===== src/rtl/display_pkg.sv =====
// Shared definitions for the decimal display path: segment encodings,
// digit pattern table, BCD sizing helpers and the controller state type.
package display_pkg;

    // Segment order {A,B,C,D,E,F,G}, active-high.
    localparam logic [6:0] SEG_DASH  = 7'h01;
    localparam logic [6:0] SEG_BLANK = 7'h00;

    // Index 0 is the rightmost element.
    localparam logic [9:0][6:0] SEG_DIGITS = {
        7'h7B, 7'h7F, 7'h70, 7'h5F, 7'h5B,
        7'h33, 7'h79, 7'h6D, 7'h30, 7'h7E
    };

    typedef enum logic [1:0] {
        ST_IDLE,
        ST_CONVERT,
        ST_COMMIT
    } disp_state_e;

    function automatic logic [6:0] bcd_to_seg(input logic [3:0] nib);
        if (nib <= 4'd9) begin
            return SEG_DIGITS[nib];
        end
        return SEG_BLANK;
    endfunction

    // ceil(w * log10(2)) using a fixed-point approximation of log10(2).
    function automatic int unsigned bcd_digits(input int unsigned w);
        return (w * 30103 + 99999) / 100000;
    endfunction

    function automatic logic [63:0] pow10(input int unsigned n);
        logic [63:0] p;
        p = 64'd1;
        for (int unsigned i = 0; i < n; i++) begin
            p = p * 64'd10;
        end
        return p;
    endfunction

endpackage


===== src/rtl/bin_to_bcd_serial.sv =====
// Serial double-dabble converter: one shift-add-3 step per clock,
// VALUE_WIDTH steps per conversion. done flags the final step.
module bin_to_bcd_serial
    import display_pkg::*;
#(
    parameter int unsigned VALUE_WIDTH = 32,
    parameter int unsigned BCD_DIGITS  = 10
) (
    input  logic                    CLK,
    input  logic                    RST,
    input  logic                    start,
    input  logic [VALUE_WIDTH-1:0]  value,
    output logic                    busy,
    output logic                    done,
    output logic [4*BCD_DIGITS-1:0] bcd
);
    localparam int unsigned BCD_W = 4 * BCD_DIGITS;
    localparam int unsigned CNT_W = $clog2(VALUE_WIDTH) + 1;
    localparam logic [CNT_W-1:0] LAST = CNT_W'(VALUE_WIDTH - 1);

    logic [BCD_W-1:0]       bcd_q, bcd_adj;
    logic [VALUE_WIDTH-1:0] bin_q;
    logic [CNT_W-1:0]       cnt_q;
    logic                   busy_q;

    // Add-3 correction on every nibble that would reach 10 after the shift.
    always_comb begin
        bcd_adj = bcd_q;
        for (int unsigned i = 0; i < BCD_DIGITS; i++) begin
            if (bcd_q[4*i +: 4] >= 4'd5) begin
                bcd_adj[4*i +: 4] = bcd_q[4*i +: 4] + 4'd3;
            end
        end
    end

    // Capture on start, then shift {bcd,bin} left once per clock.
    always_ff @(posedge CLK) begin
        if (RST) begin
            bcd_q  <= '0;
            bin_q  <= '0;
            cnt_q  <= '0;
            busy_q <= 1'b0;
        end else if (start && !busy_q) begin
            bcd_q  <= '0;
            bin_q  <= value;
            cnt_q  <= '0;
            busy_q <= 1'b1;
        end else if (busy_q) begin
            {bcd_q, bin_q} <= {bcd_adj, bin_q} << 1;
            cnt_q          <= cnt_q + 1'b1;
            if (done) begin
                busy_q <= 1'b0;
            end
        end
    end

    assign done = busy_q && (cnt_q == LAST);
    assign busy = busy_q;
    assign bcd  = bcd_q;

endmodule


===== src/rtl/decimal_display_scanner.sv =====
// Decimal display stage: serial binary-to-BCD conversion of a captured
// value, committed to per-digit segment registers and scanned out on a
// multiplexed seven-segment display.
// Optional feature macro: LEADING_ZERO_BLANK_EN (blank leading zero digits).
module decimal_display_scanner
    import display_pkg::*;
#(
    parameter int unsigned VALUE_WIDTH  = 32,
    parameter int unsigned DIGITS       = 4,
    parameter int unsigned SCAN_DIV_BIT = 14
) (
    input  logic                   CLK,
    input  logic                   RST,
    input  logic [VALUE_WIDTH-1:0] value,
    input  logic                   valid,
    input  logic                   load,
    output logic                   busy,
    output logic                   overflow,
    output logic [DIGITS-1:0]      digit_sel,
    output logic [6:0]             seg
);
    localparam int unsigned BCD_DIGITS = bcd_digits(VALUE_WIDTH);
    localparam int unsigned BCD_W      = 4 * BCD_DIGITS;
    localparam int unsigned PAD_DIGITS = (DIGITS > BCD_DIGITS) ? DIGITS : BCD_DIGITS;
    localparam int unsigned PAD_W      = 4 * PAD_DIGITS;
    localparam logic [63:0] OVF_LIMIT  = pow10(DIGITS);

    disp_state_e             state_q, state_d;
    logic                    conv_start, conv_busy, conv_done;
    logic [BCD_W-1:0]        conv_bcd;
    logic [PAD_W-1:0]        bcd_pad;
    logic                    upper_nz;
    logic                    valid_q, ovf_q, overflow_q;
    logic [DIGITS-1:0][6:0]  disp_q, disp_commit;
    logic [3:0]              nib;
`ifdef LEADING_ZERO_BLANK_EN
    logic                    seen_nz;
`endif
    logic [SCAN_DIV_BIT-1:0] scan_cnt_q;
    logic [DIGITS-1:0]       sel_q, sel_d;
    logic [6:0]              seg_q, seg_d;

    bin_to_bcd_serial #(
        .VALUE_WIDTH (VALUE_WIDTH),
        .BCD_DIGITS  (BCD_DIGITS)
    ) u_conv (
        .CLK   (CLK),
        .RST   (RST),
        .start (conv_start),
        .value (value),
        .busy  (conv_busy),
        .done  (conv_done),
        .bcd   (conv_bcd)
    );

    assign bcd_pad = PAD_W'(conv_bcd);

    // Any nonzero digit beyond the display width also forces dashes; this is
    // redundant with the overflow compare but keeps every BCD bit observed.
    if (PAD_DIGITS > DIGITS) begin : g_upper
        assign upper_nz = |bcd_pad[PAD_W-1:4*DIGITS];
    end else begin : g_no_upper
        assign upper_nz = 1'b0;
    end

    // Controller state register.
    always_ff @(posedge CLK) begin
        if (RST) begin
            state_q <= ST_IDLE;
        end else begin
            state_q <= state_d;
        end
    end

    // Next-state logic; load is only honoured in IDLE.
    always_comb begin
        state_d    = state_q;
        conv_start = 1'b0;
        case (state_q)
            ST_IDLE: begin
                if (load) begin
                    conv_start = 1'b1;
                    state_d    = ST_CONVERT;
                end
            end
            ST_CONVERT: begin
                if (conv_done) begin
                    state_d = ST_COMMIT;
                end
            end
            ST_COMMIT: begin
                state_d = ST_IDLE;
            end
            default: begin
                state_d = ST_IDLE;
            end
        endcase
    end

    // Segment image to be committed, scanned from the most significant digit.
    always_comb begin
        disp_commit = {DIGITS{SEG_DASH}};
        nib         = 4'd0;
`ifdef LEADING_ZERO_BLANK_EN
        seen_nz     = 1'b0;
`endif
        if (valid_q && !ovf_q && !upper_nz) begin
            for (int unsigned j = 0; j < DIGITS; j++) begin
                nib = bcd_pad[4*(DIGITS-1-j) +: 4];
                disp_commit[DIGITS-1-j] = bcd_to_seg(nib);
`ifdef LEADING_ZERO_BLANK_EN
                if (nib != 4'd0) begin
                    seen_nz = 1'b1;
                end
                if (!seen_nz && (j != DIGITS-1)) begin
                    disp_commit[DIGITS-1-j] = SEG_BLANK;
                end
`endif
            end
        end
    end

    // Capture flags on load; update display and overflow on commit.
    always_ff @(posedge CLK) begin
        if (RST) begin
            valid_q    <= 1'b0;
            ovf_q      <= 1'b0;
            overflow_q <= 1'b0;
            disp_q     <= {DIGITS{SEG_DASH}};
        end else begin
            if (conv_start) begin
                valid_q <= valid;
                ovf_q   <= (64'(value) >= OVF_LIMIT);
            end
            if (state_q == ST_COMMIT) begin
                overflow_q <= valid_q & ovf_q;
                disp_q     <= disp_commit;
            end
        end
    end

    // Next digit select and the segment pattern that goes with it.
    always_comb begin
        sel_d = sel_q;
        if (scan_cnt_q == '1) begin
            sel_d = (sel_q << 1) | (sel_q >> (DIGITS - 1));
        end
        seg_d = SEG_BLANK;
        for (int unsigned k = 0; k < DIGITS; k++) begin
            if (sel_d[k]) begin
                seg_d = disp_q[k];
            end
        end
    end

    // Free-running scan divider, digit select and registered segments.
    always_ff @(posedge CLK) begin
        if (RST) begin
            scan_cnt_q <= '0;
            sel_q      <= DIGITS'(1);
            seg_q      <= SEG_DASH;
        end else begin
            scan_cnt_q <= scan_cnt_q + 1'b1;
            sel_q      <= sel_d;
            seg_q      <= seg_d;
        end
    end

    assign busy      = (state_q != ST_IDLE) || conv_busy;
    assign overflow  = overflow_q;
    assign digit_sel = sel_q;
    assign seg       = seg_q;

endmodule

===== config.mk =====
export PLATFORM = sky130hd
export DESIGN_NAME = decimal_display_scanner
export DESIGN_NICKNAME = d
export VERILOG_FILES = /design/src/rtl/display_pkg.sv /design/src/rtl/bin_to_bcd_serial.sv /design/src/rtl/decimal_display_scanner.sv
export SDC_FILE = /design/constraint.sdc
export NUM_CORES = 1
export LEC_CHECK = 0
export BUFFER_PORTS_ARGS = -buffer_cell sky130_fd_sc_hd__buf_4
export CAP_MARGIN = 20
export CORE_MARGIN = 5
export CORE_UTILIZATION = 50
export DETAILED_ROUTE_END_ITERATION = 10
export HOLD_SLACK_MARGIN = 0.08
export PLACE_DENSITY = 0.7
export SLEW_MARGIN = 20
export SYNTH_ARGS = -nofsm -noshare
export SYNTH_HDL_FRONTEND = slang
export SYNTH_HIERARCHICAL = 1
export SYNTH_SLANG_ARGS = --single-unit

===== constraint.sdc =====
create_clock -name CLK -period 2.8 [get_ports CLK]
set_input_delay 0 -clock CLK [delete_from_list [all_inputs] [get_ports CLK]]
set_output_delay 0 -clock CLK [all_outputs]
set_load 0.05 [all_outputs]

# --- Word level (Yosys, flattened, before mapping) ---
# Memory sizes are Yosys's and may differ from the RTL's. A register that Yosys moved wholly into a read port is not among the register bits.
# Cells that the tools add are included.
op_classes:
  n_mux: 54
  bitwise: 2
  n_reduce_logical: 14
  magnitude_cmp: 19
  add_sub_neg: 12
  eq_ne: 6
op_table:
  columns: ["cell", "count"]
  rows:
  - ["$mux W7", 16]
  - ["$mux W4", 18]
  - ["$mux W32", 2]
  - ["$ge A4 B3 Y1 const B", 10]
  - ["$add A4 B2 Y4 const B", 9]
  - ["$ge A32 B14 Y1 const B", 1]
  - ["$mux W28", 1]
  - ["$reduce_or A24 Y1", 1]
  - ["$lt A4 B5 Y1 const B", 4]
  - ["$le A4 B4 Y1 const B", 4]
  - ["$add A14 B1 Y14 const B", 1]
  - ["$eq A14 B14 Y1 const B", 1]
  - ["$mux W1", 13]
  - ["$add A6 B1 Y6 const B", 1]
  - ["$eq A6 B5 Y1 const B", 1]
  - ["$logic_and A1 B1 Y1", 4]
  - ["$mux W2", 2]
  - ["$ne A2 B2 Y1 const B", 2]
  - ["$or A4 B1 Y4", 1]
  - ["$pmux W2 S2", 1]
  - ["$reduce_bool A2 Y1", 2]
  - ["$add A3 B2 Y3 const B", 1]
  - ["$logic_not A1 Y1", 3]
  - ["$mux W3", 1]
  - ["7 further kinds", 7]
word_totals:
  wordCells: 126
  mem_count: 4
  mem_bits_ro: 448
  output_inout_bits: 13
  register_bits: 137
mem_list:
  columns: ["name", "depth", "word_bits", "rd", "rd_ports_with_merged_regs", "write_ports", "line", "text"]
  rows:
  - ["(name not given)", 16, 7, 1, 1, 0, "display_pkg.sv:23", "return SEG_DIGITS[nib];"]
  - ["(name not given)", 16, 7, 1, 1, 0, "display_pkg.sv:23", null]
  - ["(name not given)", 16, 7, 1, 1, 0, "display_pkg.sv:23", null]
  - ["(name not given)", 16, 7, 1, 1, 0, "display_pkg.sv:23", null]

# --- Depth between registers and ports, before layout ---
# Gate-level depths: netlist of the first run.
logic_depth:
  ltp_word: 6
  ltp_mapped: 7
  depth_no_buf: 7

# --- Modules after synthesis ---
# The synthesis of the first run kept the hierarchy.
modules_own_cells:
  columns: ["mod", "instances", "area_per_inst_um2", "seq_area_each_um2", "cells_per_inst"]
  rows:
  - ["bin_to_bcd_serial", 1, 3970.1, 1581.5, 471]
  - ["decimal_display_scanner", 1, 3170.5, 1161.1, 365]

# --- Worst setup path after synthesis of the first run ---
# No wires, ideal clock.
synth_path:
  path_type: "reg-to-reg"
  start: "register scan_cnt_q[0]"
  end: "register seg_q[1] (netlist: seg[1])"
  synth_period_minus_slack_ps: 2014
  setup_ps: 122
  slack_ps: 786
  n_path_buf: 0
  path_stages_with_launch: 7
  arrival_ps: 1892
  cell_sequence: "dfxtp_1 -> ha_1 -> nand3_2 -> nor4_4 -> mux2_4 -> a221oi_1 -> o31ai_2"
synth_via:
  elab_chain_cells: 6
synth_rtl:
  columns: ["item", "line", "text"]
  rows:
  - ["from (decl)", "decimal_display_scanner.sv:39", "logic [SCAN_DIV_BIT-1:0] scan_cnt_q;"]
  - ["from (signal assigned)", "decimal_display_scanner.sv:163", "scan_cnt_q <= scan_cnt_q + 1'b1;"]
  - ["$eq A14 B14 Y1 (*)", "decimal_display_scanner.sv:145", "if (scan_cnt_q == '1) begin"]
  - ["$mux W4 (*)", "decimal_display_scanner.sv:145", null]
  - ["$mux W7 (3 in series)", "decimal_display_scanner.sv:150", "if (sel_d[k]) begin"]
  - ["$mux W7 (*)", "decimal_display_scanner.sv:150", null]
  - ["to (signal assigned)", "decimal_display_scanner.sv:165", "seg_q <= seg_d;"]
  - ["to (decl)", "decimal_display_scanner.sv:41", "logic [6:0] seg_q, seg_d;"]
# Mark *: on every way between the ends. The rest lies on a longest branch, timed or not.
# A chain may end at the register's enable or synchronous reset.

# --- Final worst setup path of the first run ---
layout_path:
  start: "register state_q[0]"
  end: "register ovf_q"
layout_via:
  elab_chain_cells: 2
layout_rtl:
  columns: ["item", "line", "text"]
  rows:
  - ["from (decl)", "decimal_display_scanner.sv:28", "disp_state_e state_q, state_d;"]
  - ["from (signal assigned)", "decimal_display_scanner.sv:71", "state_q <= state_d;"]
  - ["$logic_not A2 Y1", "decimal_display_scanner.sv:79", "case (state_q)"]
  - ["$mux W1", "decimal_display_scanner.sv:79", null]
  - ["named net conv_start", "decimal_display_scanner.sv:29", "logic conv_start, conv_busy, conv_done;"]
  - ["to (signal assigned)", "decimal_display_scanner.sv:133", "ovf_q <= (64'(value) >= OVF_LIMIT);"]
  - ["to (decl)", "decimal_display_scanner.sv:33", "logic valid_q, ovf_q, overflow_q;"]
# The timed path passes the listed nets, and every way through them passes these cells.

==> results of run 1 <==
synth_stat cells (2+ instances only):
cell	n
buf_1	4
inv_1	36
nand4_1	16
nand3_1	20
or4_1	13
o311ai_1	10
or3_1	2
o21ai_1	5
dfxtp_1	137
a311o_1	9
nand2b_1	11
xor2_1	10
clkbuf_1	30
o311ai_0	4
nor3_1	9
nor2_1	120
buf_6	2
o21ai_0	35
ha_1	44
nand2_1	46
buf_2	12
o211ai_1	12
nor4b_1	10
a21oi_1	90
a21o_1	2
nor4_1	19
o31ai_2	7
buf_4	5
a221oi_1	6
nor2b_1	14
mux2i_1	44
a32oi_1	13
xnor2_1	5
a211oi_1	4
o31ai_1	3
nor3b_1	11
per-layer routing:
layer,part of all wire (%),global-route usage [%]
met5,0,0
met4,1.6,7.82
met3,4.2,4.91
met2,50,36.3
met1,45,24.7
through the flow:
stage | power [mW] | utilization [%] | hold WS [ns] | instance area (um2)
CTS | 4.71 | 61.1 | 0.406 | 8510
global placement | 2.47 | 54.3 | 0.243 | 7560
finish | 4.68 | 61.1 | 0.402 | 8510
global route | 4.88 | 61.1 | 0.442 | 8510
detailed placement | 2.49 | 54.3 | 0.255 | 7560
floorplan | 2.38 | - | 0.0958 | 7140
kinds of logic after synthesis:
family,count (synthesis),synth area share (%)
multiplexers,45,6.38
AND/OR/NAND/NOR,300,21.3
AO/OA/AOI/OAI,205,18.9
buffers and inverters,90,5.41
XOR/XNOR,15,1.84
adder cells (fa/ha/maj),44,7.71
flip-flops,137,38.4
flip-flops by register name, summed over array words and instances (netlist names):
register,cells
overflow,1
state_q,2
valid_q,1
u_conv/bcd,40
digit_sel,4
u_conv/cnt_q,6
seg,7
ovf_q,1
scan_cnt_q,14
disp_q,28
u_conv/busy,1
u_conv/bin_q,32
critical path, stage by stage, from the launching register on:
cell and delay, ns:
dfxtp_1 0.36, nor3b_2 0.40, buf_4 0.54, nand4_1 0.16
nor4_1 0.31, a211oi_1 0.13, dlygate4sd3_1 0.56
how the worst max path moves through the flow:
stage	endpoint	startpoint	cells after the start
final	ovf_q$_SDFFE_PP0P_	state_q[0]$_SDFFE_PP0P_	6
after global routing	ovf_q$_SDFFE_PP0P_	state_q[0]$_SDFFE_PP0P_	6
after CTS	ovf_q$_SDFFE_PP0P_	state_q[0]$_SDFFE_PP0P_	6
after detailed placement	seg[5]$_SDFF_PP0_	scan_cnt_q[0]$_SDFF_PP0_	6
after global placement	seg[1]$_SDFF_PP0_	scan_cnt_q[0]$_SDFF_PP0_	6
after floorplan	seg[1]$_SDFF_PP0_	scan_cnt_q[0]$_SDFF_PP0_	6
cell type report:
class | count | area, um2 | area share [%]
tap | 180 | 225 | 2.65
clock inverter | 7 | 92.6 | 1.09
multi-input combinational | 609 | 4030 | 47.3
clock buffer | 25 | 485 | 5.70
inverter | 37 | 139 | 1.63
sequential | 137 | 2750 | 32.3
timing repair buffer | 94 | 798 | 9.38
repair_timing:
| item | CTS | global route |
|---|---|---|
| hold buffers | 37 | 0 |
| endpoints found under the hold margin | 55 | 0 |
| resized for setup | 0 | 0 |
| endpoints found under the setup margin | 0 | 0 |
placed cells by master (no fill, tap or decap), types with 3 or more instances in the layout:
master | netlist | layout
dfxtp_1 | 137 | 136
nor2_1 | 120 | 120
a21oi_1 | 90 | 89
buf_4 | 5 | 57
nand2_1 | 46 | 46
mux2i_1 | 44 | 44
ha_1 | 44 | 44
dlygate4sd3_1 | 0 | 37
inv_1 | 36 | 36
o21ai_0 | 35 | 35
nand3_1 | 20 | 20
nor4_1 | 19 | 19
clkbuf_16 | 0 | 17
nand4_1 | 16 | 16
nor2b_1 | 14 | 14
a32oi_1 | 13 | 13
or4_1 | 13 | 13
o211ai_1 | 12 | 12
nand2b_1 | 11 | 11
nor4b_1 | 10 | 10
xor2_1 | 10 | 10
nor3b_1 | 11 | 10
o311ai_1 | 10 | 10
a311o_1 | 9 | 9
nor3_1 | 9 | 8
o31ai_2 | 7 | 7
a221oi_1 | 6 | 6
o21ai_1 | 5 | 5
xnor2_1 | 5 | 5
clkbuf_1 | 30 | 5
o311ai_0 | 4 | 4
a211oi_1 | 4 | 4
o31ai_1 | 3 | 3
clkbuf_8 | 0 | 3
clkinvlp_4 | 0 | 3
power groups by stage:
stage               combinational [mW]  clock [mW]  sequential, mW
floorplan                        0.300           0            2.08
global placement                 0.380           0            2.09
finish                           0.446        2.18            2.05
global route                     0.501        2.32            2.06
CTS                              0.442        2.22            2.05
detailed placement               0.398           0            2.09
==> results.sh, run 1 <==
export IMPL_diodes=0
export IMPL_cts_setup_buffers=0
export IMPL_vias=6305
export IMPL_status="complete, no violations"
export IMPL_reg2reg_to="ovf_q$_SDFFE_PP0P_"
export IMPL_combPwrFrac_pct=9.5
export IMPL_rsz0062_at_grt="false"
export IMPL_detail_route_wirelength_um=16600
export IMPL_cts_tree="done"
export IMPL_swShare_pct=23.6
export IMPL_cp_max_fo=34
export IMPL_max_cap_violations=0
export IMPL_leakage_nw=3.16
export IMPL_p_per_area_nw_per_um2=549
export IMPL_htree_levels=4
export IMPL_period_minus_slack_ns=2.57
export IMPL_place_congestion=0.856
export IMPL_fillers=1170
export IMPL_synth_top_area_cell="dfxtp_1"
export IMPL_mappedNetlistArea_um2=7140
export IMPL_criticalPathCategory="flop to flop"
export IMPL_first_pass_iters=5
export IMPL_seq_area_frac_synth_pct=38.4
export IMPL_synth_ff_type="dfxtp_1"
export IMPL_cts_root_buf="clkbuf_16"
export IMPL_nNetsFinal=976
export IMPL_p_clk_share_pct=46.7
export IMPL_synthTopCellsByArea="dfxtp_1, ha_1, a21oi_1"
export IMPL_drt_antenna_violating_nets=0
export IMPL_hp_class="primary input to flop"
export IMPL_tns_ns=0
export IMPL_maxSlewViolCount=0
export IMPL_reg2reg_from="state_q[0]$_SDFFE_PP0P_"
export IMPL_crit_path_end_kind="flop"
export IMPL_clock_sinks=137
export IMPL_wl_per_cell_um=15.3
export IMPL_portBuffers=48
export IMPL_fp_dieH_um=130
export IMPL_finalWorstSetupSlack_ns=0.226
export IMPL_cp_start_kind="flop"
export IMPL_grt_pass1_wl_um=28400
export IMPL_drt_iter0_markers=402
export IMPL_worstHoldEndpoint="valid_q$_SDFFE_PP0P_"
export IMPL_io_pins=49
export IMPL_stdcell_count=1089
export IMPL_period_share_pct=91.9
export IMPL_clk_pin_slew_worst_paths_ns=0.06
export IMPL_synth_edf_count=0
export IMPL_hpwl_um=10900
export IMPL_initial_core_util_pct=51.2
export IMPL_grt_util_all_layers_pct=20.7
export IMPL_syn_inst=836
export IMPL_p_int_mw=3.57
export IMPL_clk_latency_ns=0.42
export IMPL_max_freq_mhz=389
export IMPL_pre_cts_ws_ns=0.510
export IMPL_area_growth_pct=19.2
export IMPL_cts_made_buffers=17
export IMPL_cp_required_ns=3.11
export IMPL_yosys_register_bits=137
export IMPL_overflow=0
export IMPL_r2r_slack_ns=0.23
export IMPL_skew_ns=0.00703
export IMPL_ys_types=52
export IMPL_pwr_share_seq_pct=43.8
export IMPL_fp_dieArea_um2=16800
export IMPL_finalHoldViolCount=0
export IMPL_hold_depth=4
export IMPL_die_w_um=130
export IMPL_via_per_inst=5.79
export IMPL_antenna_found_initial=0
export IMPL_cts_path_max_buffers=2
export IMPL_hp_start="valid"
export IMPL_ir_drop_uv=409
export IMPL_grt_max_degree=83
export IMPL_core_um2=13900
export IMPL_layout_drive_gt1_share_pct=11.9
export IMPL_syn_avg_cell_area_um2=8.54
export IMPL_tightest_slew_ns=1.04
export IMPL_cp_arrival_ns=2.88
export IMPL_ys_async_sr_fraction_pct=0
export IMPL_ys_warnings_count=6
export IMPL_syn_nets=916
export IMPL_switching_power_mw=1.10
export IMPL_r2r_cells=6
export IMPL_relSlewSlack_pct=30.6
export IMPL_setup_viol=0
export IMPL_dp_cells=1020
export IMPL_fp_row_count=43
export IMPL_synth_top_area_share_pct=38.4
export IMPL_drc=0
export IMPL_first_global_vias=6204
Note: power is estimated with default switching activity, not from simulation.
==> run 2: changes to the inputs <==
--- a/config.mk
+++ b/config.mk
@@ -7,11 +7,13 @@
 export LEC_CHECK = 0
 export BUFFER_PORTS_ARGS = -buffer_cell sky130_fd_sc_hd__buf_4
 export CAP_MARGIN = 20
+export CORE_ASPECT_RATIO = 0.8
 export CORE_MARGIN = 5
 export CORE_UTILIZATION = 50
 export DETAILED_ROUTE_END_ITERATION = 10
 export HOLD_SLACK_MARGIN = 0.08
 export PLACE_DENSITY = 0.7
+export REMOVE_ABC_BUFFERS = 1
 export SLEW_MARGIN = 20
 export SYNTH_ARGS = -nofsm -noshare
 export SYNTH_HDL_FRONTEND = slang
==> run 2 against run 1 <==
Register-to-register slack better by 0.23 ns. Clock skew up 0.0015 ns. Final area down 0.32%. Core utilization down 1.1 points. Flip-flop and latch count unchanged. Worst setup slack better by 0.23 ns. Cell count up 0.18%. Combinational power down 4%. Sequential share of layout area up 0.10 points. First-iteration DRC count down 3.0%. Total power down 2.1%. Critical path type unchanged. Largest cell class unchanged.
==> results.sh, run 2 (synthesis results as in run 1) <==
export IMPL_grt_pass1_wl_um=26900
export IMPL_cp_cell_sequence="buf_4 -> nor2_1 -> a21oi_1 -> nor2_1 -> dlygate4sd3_1"
export IMPL_clk_latency_ns=0.43
export IMPL_ir_drop_uv=597
export IMPL_grt_max_degree=94
export IMPL_fillers=1222
export IMPL_use_met3_pct=4.10
export IMPL_drt_iter0_markers=390
export IMPL_max_freq_mhz=427
export IMPL_critPathCapture="u_conv/bin_q[12]$_SDFFE_PP0P_"
export IMPL_cts_made_buffers=17
export IMPL_tightest_slew_ns=0.836
export IMPL_critPathMaxStageDelay_ns=0.74
export IMPL_cp_start_kind="flop"
export IMPL_critical_path_top_delay_family="buffers and inverters"
export IMPL_max_cap_violations=0
export IMPL_wl_per_cell_um=14.5
export IMPL_fp_dieArea_um2=16800
export IMPL_first_global_vias=5658
export IMPL_cp_max_fo=93
export IMPL_overflow=0
export IMPL_r2r_cells=5
export IMPL_finalWorstSetupSlack_ns=0.457
export IMPL_skew_ns=0.00851
export IMPL_period_share_pct=83.7
export IMPL_area_growth_pct=18.8
export IMPL_reg2reg_from="u_conv/busy$_SDFF_PP0_"
export IMPL_fp_dieH_um=117
export IMPL_criticalPathCategory="flop to flop"
export IMPL_hpwl_um=9830
export IMPL_grtUsageMet2_pct=29.6
export IMPL_path_common_cell="nor2_1"
export IMPL_clock_sinks=137
export IMPL_cts_root_buf="clkbuf_16"
export IMPL_htree_levels=4
export IMPL_r2r_slack_ns=0.46
export IMPL_crit_start="u_conv/busy$_SDFF_PP0_"
export IMPL_grt_util_all_layers_pct=19.7
export IMPL_finalHoldViolCount=0
export IMPL_final_common_cell="dfxtp_1"
export IMPL_mostFrequentLayoutCells="dfxtp_1, nor2_1, a21oi_1"
export IMPL_first_pass_iters=5
export IMPL_cts_tree="done"
export IMPL_place_congestion=0.835
export IMPL_hold_depth=4
export IMPL_leakage_nw=3.16
export IMPL_antenna_found_initial=0
export IMPL_stdcell_count=1091
export IMPL_nNetsFinal=976
export IMPL_io_pins=49
export IMPL_cts_setup_buffers=0
export IMPL_dp_cells=1023
export IMPL_pre_cts_ws_ns=0.575
export IMPL_cpMaxStageDelayCell="buf_4"
export IMPL_setup_viol=0
export IMPL_holdWs_ns=0.434
export IMPL_drt_antenna_violating_nets=0
export IMPL_reg2reg_to="u_conv/bin_q[12]$_SDFFE_PP0P_"
export IMPL_cp_arrival_ns=2.66
export IMPL_drc=0
export IMPL_layout_drive_gt1_share_pct=12.0
export IMPL_die_w_um=144
export IMPL_gr_usage_met1_pct=27.4
export IMPL_rsz0062_at_grt="false"
export IMPL_cts_path_max_buffers=2
export IMPL_critical_path_buf_inv_count=2
export IMPL_clk_pin_slew_worst_paths_ns=0.06
export IMPL_portBuffers=48
export IMPL_detail_route_wirelength_um=15800
export IMPL_crit_path_end_kind="flop"
export IMPL_core_um2=14200
export IMPL_p_per_area_nw_per_um2=540
export IMPL_path_depth=5
export IMPL_initial_core_util_pct=50.5
export IMPL_status="complete, no violations"
export IMPL_fp_row_count=39
export IMPL_cp_required_ns=3.12
export IMPL_via_per_inst=5.56
export IMPL_largest_reg_flops=40
export IMPL_vias=6067
export IMPL_maxSlewViolCount=0
export IMPL_period_minus_slack_ns=2.34
export IMPL_hp_class="primary input to flop"
export IMPL_relSlewSlack_pct=44.3
export IMPL_gr_max_usage_layer="met2"
==> run 2: changes by cell type in the layout (fill, tap and decap cells not counted), sizes merged <==
cell | before | now
clkinvlp | 3 | 2
diode | 0 | 1
clkinv | 2 | 7
buf | 57 | 56
dlygate4sd3 | 37 | 38
clkbuf | 25 | 18
==> run 2: cell type report <==
class / count / area (um2) / area share [%]
Antenna cell: 1 / 2.50 / 0.0295
Clock buffer: 18 / 429 / 5.06
Clock inverter: 11 / 110 / 1.30
Inverter: 37 / 139 / 1.64
Multi-Input combinational cell: 609 / 4030 / 47.5
Sequential cell: 137 / 2750 / 32.4
Tap cell: 184 / 230 / 2.71
Timing Repair Buffer: 94 / 801 / 9.44
==> run 2: tightest hold or removal path: cells and delay by family <==
family | cells | cell delay, ns
mux | 1 | 0.05
simple gates | 1 | 0.13
buf+inv | 2 | 0.63
==> run 2: metal layers <==
layer	share of wire, %	up-vias
met4	2.0	0
met1	50	2776
met3	4.1	34
li1	-	3141
met2	44	116
met5	0	-
==> run 2: power by group <==
part | leakage (nW) | internal [mW] | total, mW | switching, mW
sequential | 1.11 | 2.00 | 2.06 | 0.0575
clock | 0.267 | 1.28 | 2.09 | 0.812
combinational | 1.78 | 0.192 | 0.429 | 0.237
==> run 2: stage by stage <==
step | TNS (ns) | util, % | power, mW | instance area, um2
5_1_grt | 0 | 59.9 | 4.77 | 8480
4_1_cts | 0 | 59.9 | 4.61 | 8480
2_1_floorplan | -216.44 | - | 2.34 | 6890
3_5_place_dp | 0 | 53.4 | 2.48 | 7560
3_3_place_gp | 0 | 53.4 | 2.47 | 7560
6_report | 0 | 60.0 | 4.58 | 8480
==> run 2: worst min-delay path by stage <==
stage | from | end | slack (ns)
after detailed placement | valid | valid_q$_SDFFE_PP0P_ | 0.25
after CTS | value[0] | u_conv/bin_q[0]$_SDFFE_PP0P_ | 0.41
after global routing | disp_q[10]$_SDFFE_PP0N_ | disp_q[10]$_SDFFE_PP0N_ | 0.48
final | value[0] | u_conv/bin_q[0]$_SDFFE_PP0P_ | 0.43
after global placement | valid | valid_q$_SDFFE_PP0P_ | 0.25
after floorplan | RST | scan_cnt_q[0]$_SDFF_PP0_ | 0.07
==> run 2: repair_timing <==
item,4_1_cts,5_1_grt
hold buffers,38,0
resized for setup,0,0
hold endpoints to repair,37,0
==> run 3: changes to the inputs <==
--- a/config.mk
+++ b/config.mk
@@ -5,6 +5,7 @@
 export SDC_FILE = /design/constraint.sdc
 export NUM_CORES = 1
 export LEC_CHECK = 0
+export ABC_AREA = 1
 export BUFFER_PORTS_ARGS = -buffer_cell sky130_fd_sc_hd__buf_4
 export CAP_MARGIN = 20
 export CORE_ASPECT_RATIO = 0.8
@@ -12,7 +13,7 @@
 export CORE_UTILIZATION = 50
 export DETAILED_ROUTE_END_ITERATION = 10
 export HOLD_SLACK_MARGIN = 0.08
-export PLACE_DENSITY = 0.7
+export PLACE_DENSITY = 0.72
 export REMOVE_ABC_BUFFERS = 1
 export SLEW_MARGIN = 20
 export SYNTH_ARGS = -nofsm -noshare
==> constraint.sdc (replaced) <==
create_clock -name CLK -period 1.94 [get_ports CLK]
set_input_delay 0 -clock CLK [delete_from_list [all_inputs] [get_ports CLK]]
set_output_delay 0 -clock CLK [all_outputs]
set_load 0.05 [all_outputs]
==> run 3 against run 2 <==
Register-to-register slack lost 0.22 ns. Area after synthesis grew 7.4%. First-iteration DRC count grew 14%. Total power grew 48%. Critical path type unchanged. Highest routed layer unchanged.
==> results.sh, run 3 <==
export IMPL_status="complete, no violations"
export IMPL_p_per_area_nw_per_um2=749
export IMPL_critPathMaxStageDelay_ns=0.42
export IMPL_clk_pin_slew_worst_paths_ns=0.06
export IMPL_tns_ns=0
export IMPL_skew_ns=0.00709
export IMPL_cpMaxStageDelayCell="inv_2"
export IMPL_ys_warnings_count=6
export IMPL_setup_viol=0
export IMPL_via_per_inst=4.95
export IMPL_seq_area_frac_synth_pct=35.8
export IMPL_diodes=0
export IMPL_cp_arrival_ns=2.07
export IMPL_place_congestion=0.844
export IMPL_grt_pass1_wl_um=29200
export IMPL_cp_required_ns=2.31
export IMPL_cp_start_kind="flop"
export IMPL_ys_types=40
export IMPL_initial_core_util_pct=51.1
export IMPL_stdcell_count=1441
export IMPL_nNetsFinal=1320
export IMPL_period_minus_slack_ns=1.71
export IMPL_first_pass_iters=5
export IMPL_layout_drive_gt1_share_pct=11.2
export IMPL_synth_top_area_cell="dfxtp_1"
export IMPL_hp_class="primary input to flop"
export IMPL_clock_sinks=137
export IMPL_ys_async_sr_fraction_pct=0
export IMPL_mostFrequentLayoutCells="nand2_1, inv_1, dfxtp_1"
export IMPL_cts_tree="done"
export IMPL_core_um2=15000
export IMPL_area_growth_pct=18.3
export IMPL_yosys_register_bits=137
export IMPL_cts_setup_buffers=0
export IMPL_dp_cells=1374
export IMPL_syn_avg_cell_area_um2=6.62
export IMPL_crit_path_end_kind="flop"
export IMPL_yosysMostFrequentCell="nand2_1"
export IMPL_drt_iter0_markers=443
export IMPL_portBuffers=48
export IMPL_mappedNetlistArea_um2=7670
export IMPL_cp_cell_sequence="nor2_1 -> nand2_1 -> inv_1 -> inv_1 -> nand2_2 -> inv_2 -> nand2_1 -> nand3_1 -> nand2_1 -> inv_1"
export IMPL_io_pins=49
export IMPL_drt_antenna_violating_nets=0
export IMPL_max_freq_mhz=586
export IMPL_cp_max_fo=31
export IMPL_antenna_found_initial=0
export IMPL_leakage_nw=4.35
export IMPL_final_common_cell="nand2_1"
export IMPL_cts_path_max_buffers=2
export IMPL_fillers=1373
export IMPL_detail_route_wirelength_um=16600
export IMPL_syn_inst=1158
export IMPL_fp_row_count=40
export IMPL_cts_made_buffers=17
export IMPL_yosys_top_cells_count="nand2_1, inv_1, dfxtp_1, nand3_1, nor2_1"
export IMPL_die_w_um=148
export IMPL_first_global_vias=6559
export IMPL_largest_reg_flops=40
export IMPL_clk_latency_ns=0.42
export IMPL_totalPowerFinal_mw=6.80
export IMPL_maxSlewViolCount=0
export IMPL_synth_ff_type="dfxtp_1"
export IMPL_vias=7134
export IMPL_grt_max_degree=56
export IMPL_htree_levels=4
export IMPL_fin_util_pct=60.4
export IMPL_period_share_pct=88.0
export IMPL_max_cap_violations=0
export IMPL_critical_path_buf_inv_count=4
export IMPL_synth_top_area_share_pct=35.8
export IMPL_synth_edf_count=0
export IMPL_wl_per_cell_um=11.5
export IMPL_drc=0
export IMPL_pre_cts_ws_ns=0.183
export IMPL_cts_root_buf="clkbuf_16"
export IMPL_relSlewSlack_pct=63.5
export IMPL_rsz0062_at_grt="false"
export IMPL_fp_dieArea_um2=17900
export IMPL_ir_drop_uv=604
export IMPL_critical_path_top_delay_family="buffers and inverters"
export IMPL_hpwl_um=11200
export IMPL_synthTopCellsByArea="dfxtp_1, nand2_1, inv_1"
export IMPL_finalWorstSetupSlack_ns=0.233
export IMPL_overflow=0
export IMPL_criticalPathCategory="flop to flop"
export IMPL_finalHoldViolCount=0
export IMPL_tightest_slew_ns=0.547
export IMPL_grt_util_all_layers_pct=19.4
export IMPL_fp_dieH_um=121
[run 3: layout make-up]
| class | count | area, um2 | area share (%) |
|---|---|---|---|
| clock buffers | 17 | 425 | 4.69 |
| clock inverters | 14 | 134 | 1.48 |
| inverters | 173 | 649 | 7.16 |
| multi-input cells | 813 | 4040 | 44.6 |
| flip-flops and latches | 137 | 2740 | 30.2 |
| well taps | 189 | 236 | 2.61 |
| repair buffers | 98 | 838 | 9.24 |
[run 3: logic make-up after synthesis]
group	count (synthesis)	share of synthesized area, %
AO/OA/AOI/OAI	133	9.59
buffers and inverters	208	11.6
XOR/XNOR	2	0.228
adder cells (fa/ha/maj)	44	7.18
AND/OR/NAND/NOR	634	35.7
flip-flops	137	35.8
[run 3: worst paths after layout]
kind	start	end	slack [ns]	cells after the start
min reg2reg	scan_cnt_q[0]$_SDFF_PP0_	scan_cnt_q[0]$_SDFF_PP0_	0.45	1
max	state_q[0]$_SDFFE_PP0P_	u_conv/bin_q[28]$_SDFFE_PP0P_	0.23	10
min	value[13]	ovf_q$_SDFFE_PP0P_	0.41	4
max reg2reg	state_q[0]$_SDFFE_PP0P_	u_conv/bin_q[28]$_SDFFE_PP0P_	0.23	10
[run 3: repair_timing]
| item | 4_1_cts | 5_1_grt |
|---|---|---|
| hold buffers | 36 | 0 |
| endpoints found under the setup margin | 0 | 1 |
| endpoints found under the hold margin | 55 | 0 |
| resized for setup | 0 | 2 |
[run 3: metal layers]
| metal | vias to the layer above | wire (um) | track usage, % |
|---|---|---|---|
| li1 | 3783 | - | - |
| met1 | 3190 | 8140 | 25.8 |
| met2 | 142 | 7510 | 31.6 |
| met3 | 19 | 762 | 4.57 |
| met4 | 0 | 200 | 5.65 |
| met5 | - | 0 | 0 |
[run 3: worst min-delay path, cell delays in order]
cell and delay (ns):
dlygate4sd3_1 0.52, buf_4 0.11, a21oi_1 0.08, nor2_1 0.08
[run 3: per-stage QoR]
step | cell area, um2 | hold slack, ns
detailed placement | 8150 | 0.266
floorplan | 7430 | 0.0667
finish | 9070 | 0.408
global placement | 8150 | 0.278
CTS | 9070 | 0.391
global route | 9070 | 0.437
[run 3: power by group]
group | internal, mW | switching [mW]
clock network | 1.86 | 1.20
registers | 2.90 | 0.0749
logic | 0.299 | 0.453
